[src/rtl/ram_arb_pkg.sv]
// Shared types for the RAM port arbiter: read-owner encoding and burst counter width.
// Used with or without RAM_ARB_FAIRNESS_EN.
package ram_arb_pkg;

    typedef enum logic [1:0] {
        OWN_NONE = 2'd0,
        OWN_M0   = 2'd1,
        OWN_M1   = 2'd2
    } owner_t;

    localparam int BURST_CNT_W = 4;

endpackage

[src/rtl/naive_bus.sv]
// naive_bus: independent read and write request/grant channels, 32-bit address/data, 4-bit byte enables.
// Read data returns one cycle after the read grant.
interface naive_bus;

    logic        rd_req;
    logic        rd_gnt;
    logic [31:0] rd_addr;
    logic [31:0] rd_data;
    logic        wr_req;
    logic        wr_gnt;
    logic [31:0] wr_addr;
    logic [31:0] wr_data;
    logic [3:0]  wr_be;

    modport master (
        output rd_req, rd_addr, wr_req, wr_addr, wr_data, wr_be,
        input  rd_gnt, rd_data, wr_gnt
    );

    modport slave (
        input  rd_req, rd_addr, wr_req, wr_addr, wr_data, wr_be,
        output rd_gnt, rd_data, wr_gnt
    );

endinterface

[src/rtl/ram_arb_channel.sv]
// Two-way arbiter for one naive_bus channel; m0 wins unless only m1 requests.
// With RAM_ARB_FAIRNESS_EN a burst counter forces an m1 win after MAX_BURST contended m0 grants.
module ram_arb_channel #(
    parameter int MAX_BURST = 4
) (
`ifdef RAM_ARB_FAIRNESS_EN
    input  logic clk,
`endif
    input  logic rst_n,
    input  logic req0,
    input  logic req1,
    input  logic gnt,
    output logic sel,
    output logic gnt0,
    output logic gnt1
);

    if (MAX_BURST < 1 || MAX_BURST > 15) begin : g_bad_max_burst
        $error("ram_arb_channel: MAX_BURST must be in 1..15");
    end

`ifdef RAM_ARB_FAIRNESS_EN
    import ram_arb_pkg::*;

    localparam logic [BURST_CNT_W-1:0] BURST_LIMIT = BURST_CNT_W'(MAX_BURST);

    logic [BURST_CNT_W-1:0] burst_cnt;
    logic                   burst_full;

    assign burst_full = (burst_cnt == BURST_LIMIT);
    assign sel        = req1 & (~req0 | burst_full);

    // Counts only m0 grants taken while m1 waits; saturates so m1 wins until served.
    always_ff @(posedge clk or negedge rst_n) begin
        if (!rst_n) begin
            burst_cnt <= '0;
        end else if (!req1 || gnt1) begin
            burst_cnt <= '0;
        end else if (gnt0 && !burst_full) begin
            burst_cnt <= burst_cnt + 1'b1;
        end
    end
`else
    assign sel = req1 & ~req0;
`endif

    assign gnt0 = rst_n & req0 & ~sel & gnt;
    assign gnt1 = rst_n & sel & gnt;

endmodule

[src/rtl/ram_port_arbiter.sv]
// Shares the RAM wrapper's naive_bus port between the core (m0) and the debug/loader (m1).
// Define RAM_ARB_FAIRNESS_EN to bound m1's wait to MAX_BURST+1 cycles per channel.
module ram_port_arbiter
    import ram_arb_pkg::*;
#(
    parameter int MAX_BURST = 4
) (
    input  logic     clk,
    input  logic     rst_n,
    naive_bus.slave  m0,
    naive_bus.slave  m1,
    naive_bus.master s
);

    logic   rd_sel;
    logic   rd_gnt0;
    logic   rd_gnt1;
    logic   wr_sel;
    logic   wr_gnt0;
    logic   wr_gnt1;
    owner_t rd_owner_q;

    ram_arb_channel #(.MAX_BURST(MAX_BURST)) u_rd_arb (
`ifdef RAM_ARB_FAIRNESS_EN
        .clk   (clk),
`endif
        .rst_n (rst_n),
        .req0  (m0.rd_req),
        .req1  (m1.rd_req),
        .gnt   (s.rd_gnt),
        .sel   (rd_sel),
        .gnt0  (rd_gnt0),
        .gnt1  (rd_gnt1)
    );

    ram_arb_channel #(.MAX_BURST(MAX_BURST)) u_wr_arb (
`ifdef RAM_ARB_FAIRNESS_EN
        .clk   (clk),
`endif
        .rst_n (rst_n),
        .req0  (m0.wr_req),
        .req1  (m1.wr_req),
        .gnt   (s.wr_gnt),
        .sel   (wr_sel),
        .gnt0  (wr_gnt0),
        .gnt1  (wr_gnt1)
    );

    assign s.rd_req  = rst_n & (m0.rd_req | m1.rd_req);
    assign s.rd_addr = rd_sel ? m1.rd_addr : m0.rd_addr;
    assign s.wr_req  = rst_n & (m0.wr_req | m1.wr_req);
    assign s.wr_addr = wr_sel ? m1.wr_addr : m0.wr_addr;
    assign s.wr_data = wr_sel ? m1.wr_data : m0.wr_data;
    assign s.wr_be   = wr_sel ? m1.wr_be   : m0.wr_be;

    assign m0.rd_gnt = rd_gnt0;
    assign m1.rd_gnt = rd_gnt1;
    assign m0.wr_gnt = wr_gnt0;
    assign m1.wr_gnt = wr_gnt1;

    // The RAM answers one cycle after the grant, so remember who asked.
    always_ff @(posedge clk or negedge rst_n) begin
        if (!rst_n) begin
            rd_owner_q <= OWN_NONE;
        end else if (rd_gnt0) begin
            rd_owner_q <= OWN_M0;
        end else if (rd_gnt1) begin
            rd_owner_q <= OWN_M1;
        end else begin
            rd_owner_q <= OWN_NONE;
        end
    end

    assign m0.rd_data = (rst_n && rd_owner_q == OWN_M0) ? s.rd_data : '0;
    assign m1.rd_data = (rst_n && rd_owner_q == OWN_M1) ? s.rd_data : '0;

endmodule

[src/flat_wrapper.sv]
// flat-port wrapper written by rule: the top's interface ports become plain ports
module ram_port_arbiter_flat import ram_arb_pkg::*;
#(
    parameter int MAX_BURST = 4
)
  (clk, rst_n, m0_rd_req, m0_rd_addr, m0_wr_req, m0_wr_addr, m0_wr_data, m0_wr_be, m0_rd_gnt, m0_rd_data, m0_wr_gnt, m1_rd_req, m1_rd_addr, m1_wr_req, m1_wr_addr, m1_wr_data, m1_wr_be, m1_rd_gnt, m1_rd_data, m1_wr_gnt, s_rd_req, s_rd_addr, s_wr_req, s_wr_addr, s_wr_data, s_wr_be, s_rd_gnt, s_rd_data, s_wr_gnt);
  naive_bus m0_i ();
  naive_bus m1_i ();
  naive_bus s_i ();
  input  logic clk;
  input  logic rst_n;
  input wire logic [$bits(m0_i.rd_req)-1:0] m0_rd_req;
  input wire logic [$bits(m0_i.rd_addr)-1:0] m0_rd_addr;
  input wire logic [$bits(m0_i.wr_req)-1:0] m0_wr_req;
  input wire logic [$bits(m0_i.wr_addr)-1:0] m0_wr_addr;
  input wire logic [$bits(m0_i.wr_data)-1:0] m0_wr_data;
  input wire logic [$bits(m0_i.wr_be)-1:0] m0_wr_be;
  output wire logic [$bits(m0_i.rd_gnt)-1:0] m0_rd_gnt;
  output wire logic [$bits(m0_i.rd_data)-1:0] m0_rd_data;
  output wire logic [$bits(m0_i.wr_gnt)-1:0] m0_wr_gnt;
  input wire logic [$bits(m1_i.rd_req)-1:0] m1_rd_req;
  input wire logic [$bits(m1_i.rd_addr)-1:0] m1_rd_addr;
  input wire logic [$bits(m1_i.wr_req)-1:0] m1_wr_req;
  input wire logic [$bits(m1_i.wr_addr)-1:0] m1_wr_addr;
  input wire logic [$bits(m1_i.wr_data)-1:0] m1_wr_data;
  input wire logic [$bits(m1_i.wr_be)-1:0] m1_wr_be;
  output wire logic [$bits(m1_i.rd_gnt)-1:0] m1_rd_gnt;
  output wire logic [$bits(m1_i.rd_data)-1:0] m1_rd_data;
  output wire logic [$bits(m1_i.wr_gnt)-1:0] m1_wr_gnt;
  output wire logic [$bits(s_i.rd_req)-1:0] s_rd_req;
  output wire logic [$bits(s_i.rd_addr)-1:0] s_rd_addr;
  output wire logic [$bits(s_i.wr_req)-1:0] s_wr_req;
  output wire logic [$bits(s_i.wr_addr)-1:0] s_wr_addr;
  output wire logic [$bits(s_i.wr_data)-1:0] s_wr_data;
  output wire logic [$bits(s_i.wr_be)-1:0] s_wr_be;
  input wire logic [$bits(s_i.rd_gnt)-1:0] s_rd_gnt;
  input wire logic [$bits(s_i.rd_data)-1:0] s_rd_data;
  input wire logic [$bits(s_i.wr_gnt)-1:0] s_wr_gnt;
  assign m0_i.rd_req = m0_rd_req;
  assign m0_i.rd_addr = m0_rd_addr;
  assign m0_i.wr_req = m0_wr_req;
  assign m0_i.wr_addr = m0_wr_addr;
  assign m0_i.wr_data = m0_wr_data;
  assign m0_i.wr_be = m0_wr_be;
  assign m0_rd_gnt = m0_i.rd_gnt;
  assign m0_rd_data = m0_i.rd_data;
  assign m0_wr_gnt = m0_i.wr_gnt;
  assign m1_i.rd_req = m1_rd_req;
  assign m1_i.rd_addr = m1_rd_addr;
  assign m1_i.wr_req = m1_wr_req;
  assign m1_i.wr_addr = m1_wr_addr;
  assign m1_i.wr_data = m1_wr_data;
  assign m1_i.wr_be = m1_wr_be;
  assign m1_rd_gnt = m1_i.rd_gnt;
  assign m1_rd_data = m1_i.rd_data;
  assign m1_wr_gnt = m1_i.wr_gnt;
  assign s_rd_req = s_i.rd_req;
  assign s_rd_addr = s_i.rd_addr;
  assign s_wr_req = s_i.wr_req;
  assign s_wr_addr = s_i.wr_addr;
  assign s_wr_data = s_i.wr_data;
  assign s_wr_be = s_i.wr_be;
  assign s_i.rd_gnt = s_rd_gnt;
  assign s_i.rd_data = s_rd_data;
  assign s_i.wr_gnt = s_wr_gnt;
  ram_port_arbiter #(.MAX_BURST(MAX_BURST)) u_core (.clk(clk), .rst_n(rst_n), .m0(m0_i), .m1(m1_i), .s(s_i));
endmodule
[config.mk]
export PLATFORM = sky130hd
export DESIGN_NAME = ram_port_arbiter_flat
export DESIGN_NICKNAME = d
export VERILOG_FILES = /design/src/rtl/ram_arb_pkg.sv /design/src/rtl/naive_bus.sv /design/src/rtl/ram_arb_channel.sv /design/src/rtl/ram_port_arbiter.sv /design/src/flat_wrapper.sv
export SDC_FILE = /design/constraint.sdc
export NUM_CORES = 1
export LEC_CHECK = 0
export BUFFER_PORTS_ARGS = -buffer_cell sky130_fd_sc_hd__buf_2
export CORE_AREA = 2 2 160 162
export CTS_CLUSTER_DIAMETER = 200
export CTS_CLUSTER_SIZE = 10
export DETAILED_ROUTE_END_ITERATION = 10
export DIE_AREA = 0 0 162 164
export PLACE_DENSITY = 0.39
export SKIP_CTS_REPAIR_TIMING = 1
export SYNTH_ARGS = -nofsm -noshare
export SYNTH_HDL_FRONTEND = slang
export SYNTH_SLANG_ARGS = --single-unit
[constraint.sdc]
create_clock -name clk -period 1.1 [get_ports clk]
set_input_delay 0.055 -clock clk [delete_from_list [all_inputs] [get_ports clk]]
set_output_delay 0.055 -clock clk [all_outputs]
set_load 0.05 [all_outputs]
* Word-level counts from Yosys, hierarchy flattened
Index checks and enable logic that the tools add are counted.
Storage, ports and cells: register bits after elaboration 2, input port bits 240, output and inout port bits 170
Operators by class: equal/unequal tests 2, muxes and demuxes 8, bitwise logic cells 20, reductions and logical operators 2
Operators by type and width (count):
- 32-bit 2-to-1 mux | 5
- 1-bit AND | 14
- 2-bit 2-to-1 mux | 2
- 4-bit 2-to-1 mux | 1
- 1-bit NOT | 4
- 2-bit by 1-bit == test with 1-bit output (second input constant) | 1
- 2-bit == test (second input constant) | 1
- 1-bit logical AND | 2
- 1-bit bitwise OR | 2

* Longest topological paths before layout
word-level depth 6, depth in mapped cells 5

* By module
Synthesis repeated with hierarchy kept, for this count alone.
Unflattened totals: cell total of the unflattened synthesis 208, area, all modules 2142.1 um2
Modules (own cells, without submodules):
- ram_port_arbiter | instances 1, cells an instance 202, area each 2089.5 um2, seq. area each 50.0 um2
- ram_arb_channel | instances 2, cells an instance 3, area each 26.3 um2, seq. area each 0.0 um2

* Least setup slack after synthesis
OpenSTA, ideal clock, no wires.
path type register -> output, from reg u_core.rd_owner_q[1], to out m0_rd_data[10], arrival 1252 ps, required time 1045 ps, slack -207 ps, stages on the path, launching flop included 4, buffers on the path 1, path through dfrtp_1 -> and3b_1 -> clkbuf_1 -> and2_1
Between the ends: longest elaborated chain between the ends 3
Ends and longest elaborated chain:
- start: declaration | line ram_port_arbiter.sv:21 | owner_t rd_owner_q;
- start signal: assignment | line ram_port_arbiter.sv:64 | rd_owner_q <= OWN_NONE;
- start signal: assignment | line ram_port_arbiter.sv:66 | rd_owner_q <= OWN_M0;
- start signal: assignment | line ram_port_arbiter.sv:68 | rd_owner_q <= OWN_M1;
- 2-bit by 1-bit == test with 1-bit output | line ram_port_arbiter.sv:74 | assign m0.rd_data = (rst_n && rd_owner_q == OWN_M0) ? s.rd_data : '0;
- 1-bit logical AND | line ram_port_arbiter.sv:74
- 32-bit 2-to-1 mux | line ram_port_arbiter.sv:74
- end: declaration | line flat_wrapper.sv:19 | output wire logic [$bits(m0_i.rd_data)-1:0] m0_rd_data;
Every way passes these cells.

* Worst setup path after layout
from reg u_core.rd_owner_q[0], to out m1_rd_data[31]
Between the ends: longest elaborated chain between the ends 3
Ends and longest elaborated chain:
- 2-bit == test | line ram_port_arbiter.sv:75 | assign m1.rd_data = (rst_n && rd_owner_q == OWN_M1) ? s.rd_data : '0;
- 1-bit logical AND | line ram_port_arbiter.sv:75
- 32-bit 2-to-1 mux | line ram_port_arbiter.sv:75
- end: declaration | line flat_wrapper.sv:28 | output wire logic [$bits(m1_i.rd_data)-1:0] m1_rd_data;
Every way passes these cells.

==> flow_summary.toml <==
[status]
status = "finished with violations"
violations = "negative setup slack"

[sta]
worst_slack_ps = -308.3
relSlewSlack_pct = 80.92
max_freq_ghz = 0.7101
min_period_ps = 1408
rsz0062_at_grt = "yes"
worst-slew-pin-transition_ps = 288.2
setup_viol_count_final = 130
hold_viol_final = 0
fin_crit_sh_pct = 128.0
finalMaxSlewViolations = 0

[yosys]
synth_edf_count = 0
netlist_area_um2 = 1803
synth.most_common_cell = "mux2_2"
yosys_warnings = 0
ys_seq_elements = 2
synth_top_area_share_pct = 56.84
synth_top_cell_by_area = "mux2_2"
syn_area_per_cell_um2 = 9.152
netlist_top_cells_count = "91 x mux2_2, 64 x and2_1, 9 x mux2_4, 6 x buf_2, 6 x clkbuf_1"
synth_flop_cell = "dfrtp_1"
synth-async-reset-ratio_pct = 100.0
yosysSeqAreaShare_pct = 2.776
syn_nets = 437
yosys-top-cells-area = "mux2_2 57%, and2_1 22%, mux2_4 7.5%"
syn_inst = 197
ys_types = 15

[global_route]
grt_max_degree = 24
grt_util_met3_pct = 1.843
grt_antenna_before_repair = 0
grt-ovfl-total = 0
top_usage_layer = "met2"
grt_pass1_vias = 2937
grt_pass1_wl_mm = 16.27
grtUsageTotal_pct = 7.928
grtUsageMet2_pct = 14.60
grtUsageMet1_pct = 9.278

[clock_network]
clk_pin_slew_worst_paths_ps = 30
cts-root-buf = "clkbuf_16"
htreeDepth = 1
tritoncts = "yes"
cts_buffer_depth = 2
cts_buffers = 3
clock-sinks = 2

[floorplanning]
initial_core_util_pct = 7.265
coreArea_um2 = 24820
die_x_um = 162
rows = 58
pin_count = 410
die-height_um = 164
dieArea_um2 = 26570

[pwr]
p_per_area_nw_per_um2 = 624.1
power_leakage_nw = 3.405
peakVddDrop_uv = 349.7

[place]
pre_cts_ws_ps = -182.7
dpl.hpwl_mm = 10.94
gp_congestion = 0.8258
dpl_cell_area_um2 = 4538
portBuffers = 409

[setup_path]
setup.worst_path.start = "u_core.rd_owner_q[0]"
worstSetupPathType = "register to output pin"
crit_arrival_ps = 1350
path_max_fanout = 23
timing.critical_path.to = "m1_rd_data[31]"
end_kind = "output pin"
required_ps = 1040
worstSetupStartpointType = "register"

[final_layout]
largest_register_ffs = 2
num_antenna_cells = 0
layout.nets = 863
layout-drive-gt1-share_pct = 97.91
syn_to_final_growth_pct = 255.9
largestRegisters = "u_core.rd_owner_q x2"
top_register = "u_core.rd_owner_q"
final_cell_area_um2 = 6417

[min_path]
hp-class = "input pin to register"

[routing]
vias_per_cell = 3.424
vias = 3256
drt-initial-drc-count = 67
wl_mm = 13.98
routedWlPerCell_um = 14.70
drc = 0
first_pass_iters = 4
drtAntennaViolNets = 0

[job]
max_cap_violations = 0
-- worst max-delay path: stages, from the launching register on --
cell and delay [ps]:
dfrtp_1 350, and3b_2 290, buf_12 170, and2_1 160, buf_6 160
-- through the flow --
| stage | std cells | hold slack, ps | power, mW | TNS (ps) | utilization (%) |
|---|---|---|---|---|---|
| after CTS | 940 | -155.4 | 3.204 | -33670 | 18.59 |
| after detailed placement | 937 | 71.79 | 2.639 | -17760 | 18.28 |
| after global routing | 951 | 134.4 | 4.145 | -25050 | 25.86 |
| final | 951 | 123.8 | 4.005 | -19560 | 25.86 |
| after global placement | 937 | 77.84 | 2.648 | -18810 | 18.28 |
| after floorplan | 197 | -240.6 | 1.791 | -66.63 | - |
-- cell families after synthesis --
logic type / after synthesis / synth area share (%)
DFF: 2 / 2.776
and+or+nand+nor: 75 / 26.02
buffers and inverters: 18 / 6.037
AOI/OAI and AO/OA: 2 / 0.8325
muxes: 100 / 64.33
-- power by group --
| part | internal, mW | switching [mW] | leakage [nW] | total [mW] |
|---|---|---|---|---|
| Combinational | 1.55 | 1.83 | 3.34 | 3.38 |
| Clock | 0.463 | 0.0834 | 0.0370 | 0.546 |
| Sequential | 0.0765 | 0.000758 | 0.0272 | 0.0772 |
-- cells in the final DEF (no fill, tap or decap) --
cell type,n
buf_2,242
buf_8,97
buf_6,67
and2_4,60
mux2_4,57
mux2_2,43
buf_4,15
clkbuf_16,10
buf_12,7
nand2b_4,3
and2_1,3
and3b_2,2
o21a_1,2
nand2_1,2
nor2_2,2
and3_1,2
clkbuf_4,2
dfrtp_1,2
and2_2,1
nor2_1,1
dlygate4sd3_1,1
-- worst min path at each step --
stage                      endpoint      from  depth (start not counted)  slack (ps)
4_1_cts        u_core.rd_owner_q[0]     rst_n                          2        -160
6_report       u_core.rd_owner_q[1]  s_rd_gnt                          3         120
3_3_place_gp   u_core.rd_owner_q[1]     rst_n                          2          80
3_5_place_dp   u_core.rd_owner_q[1]     rst_n                          2          70
5_1_grt        u_core.rd_owner_q[1]  s_rd_gnt                          3         130
2_1_floorplan  u_core.rd_owner_q[0]     rst_n                          0        -240
-- per-layer routing --
metal	part of all wire (%)	up-vias
li1	-	1538
met1	37	1495
met2	52	209
met4	1.8	0
met3	9.0	14
met5	0	-
-- cell type report --
class	instances	area, um^2
Clock buffer	3	75.07
Fill cell	2626	18400
Multi-Input combinational cell	178	2004
Sequential cell	2	50.05
Tap cell	330	412.9
Timing Repair Buffer	438	3875
No activity file was read; power rests on OpenSTA's default activity.
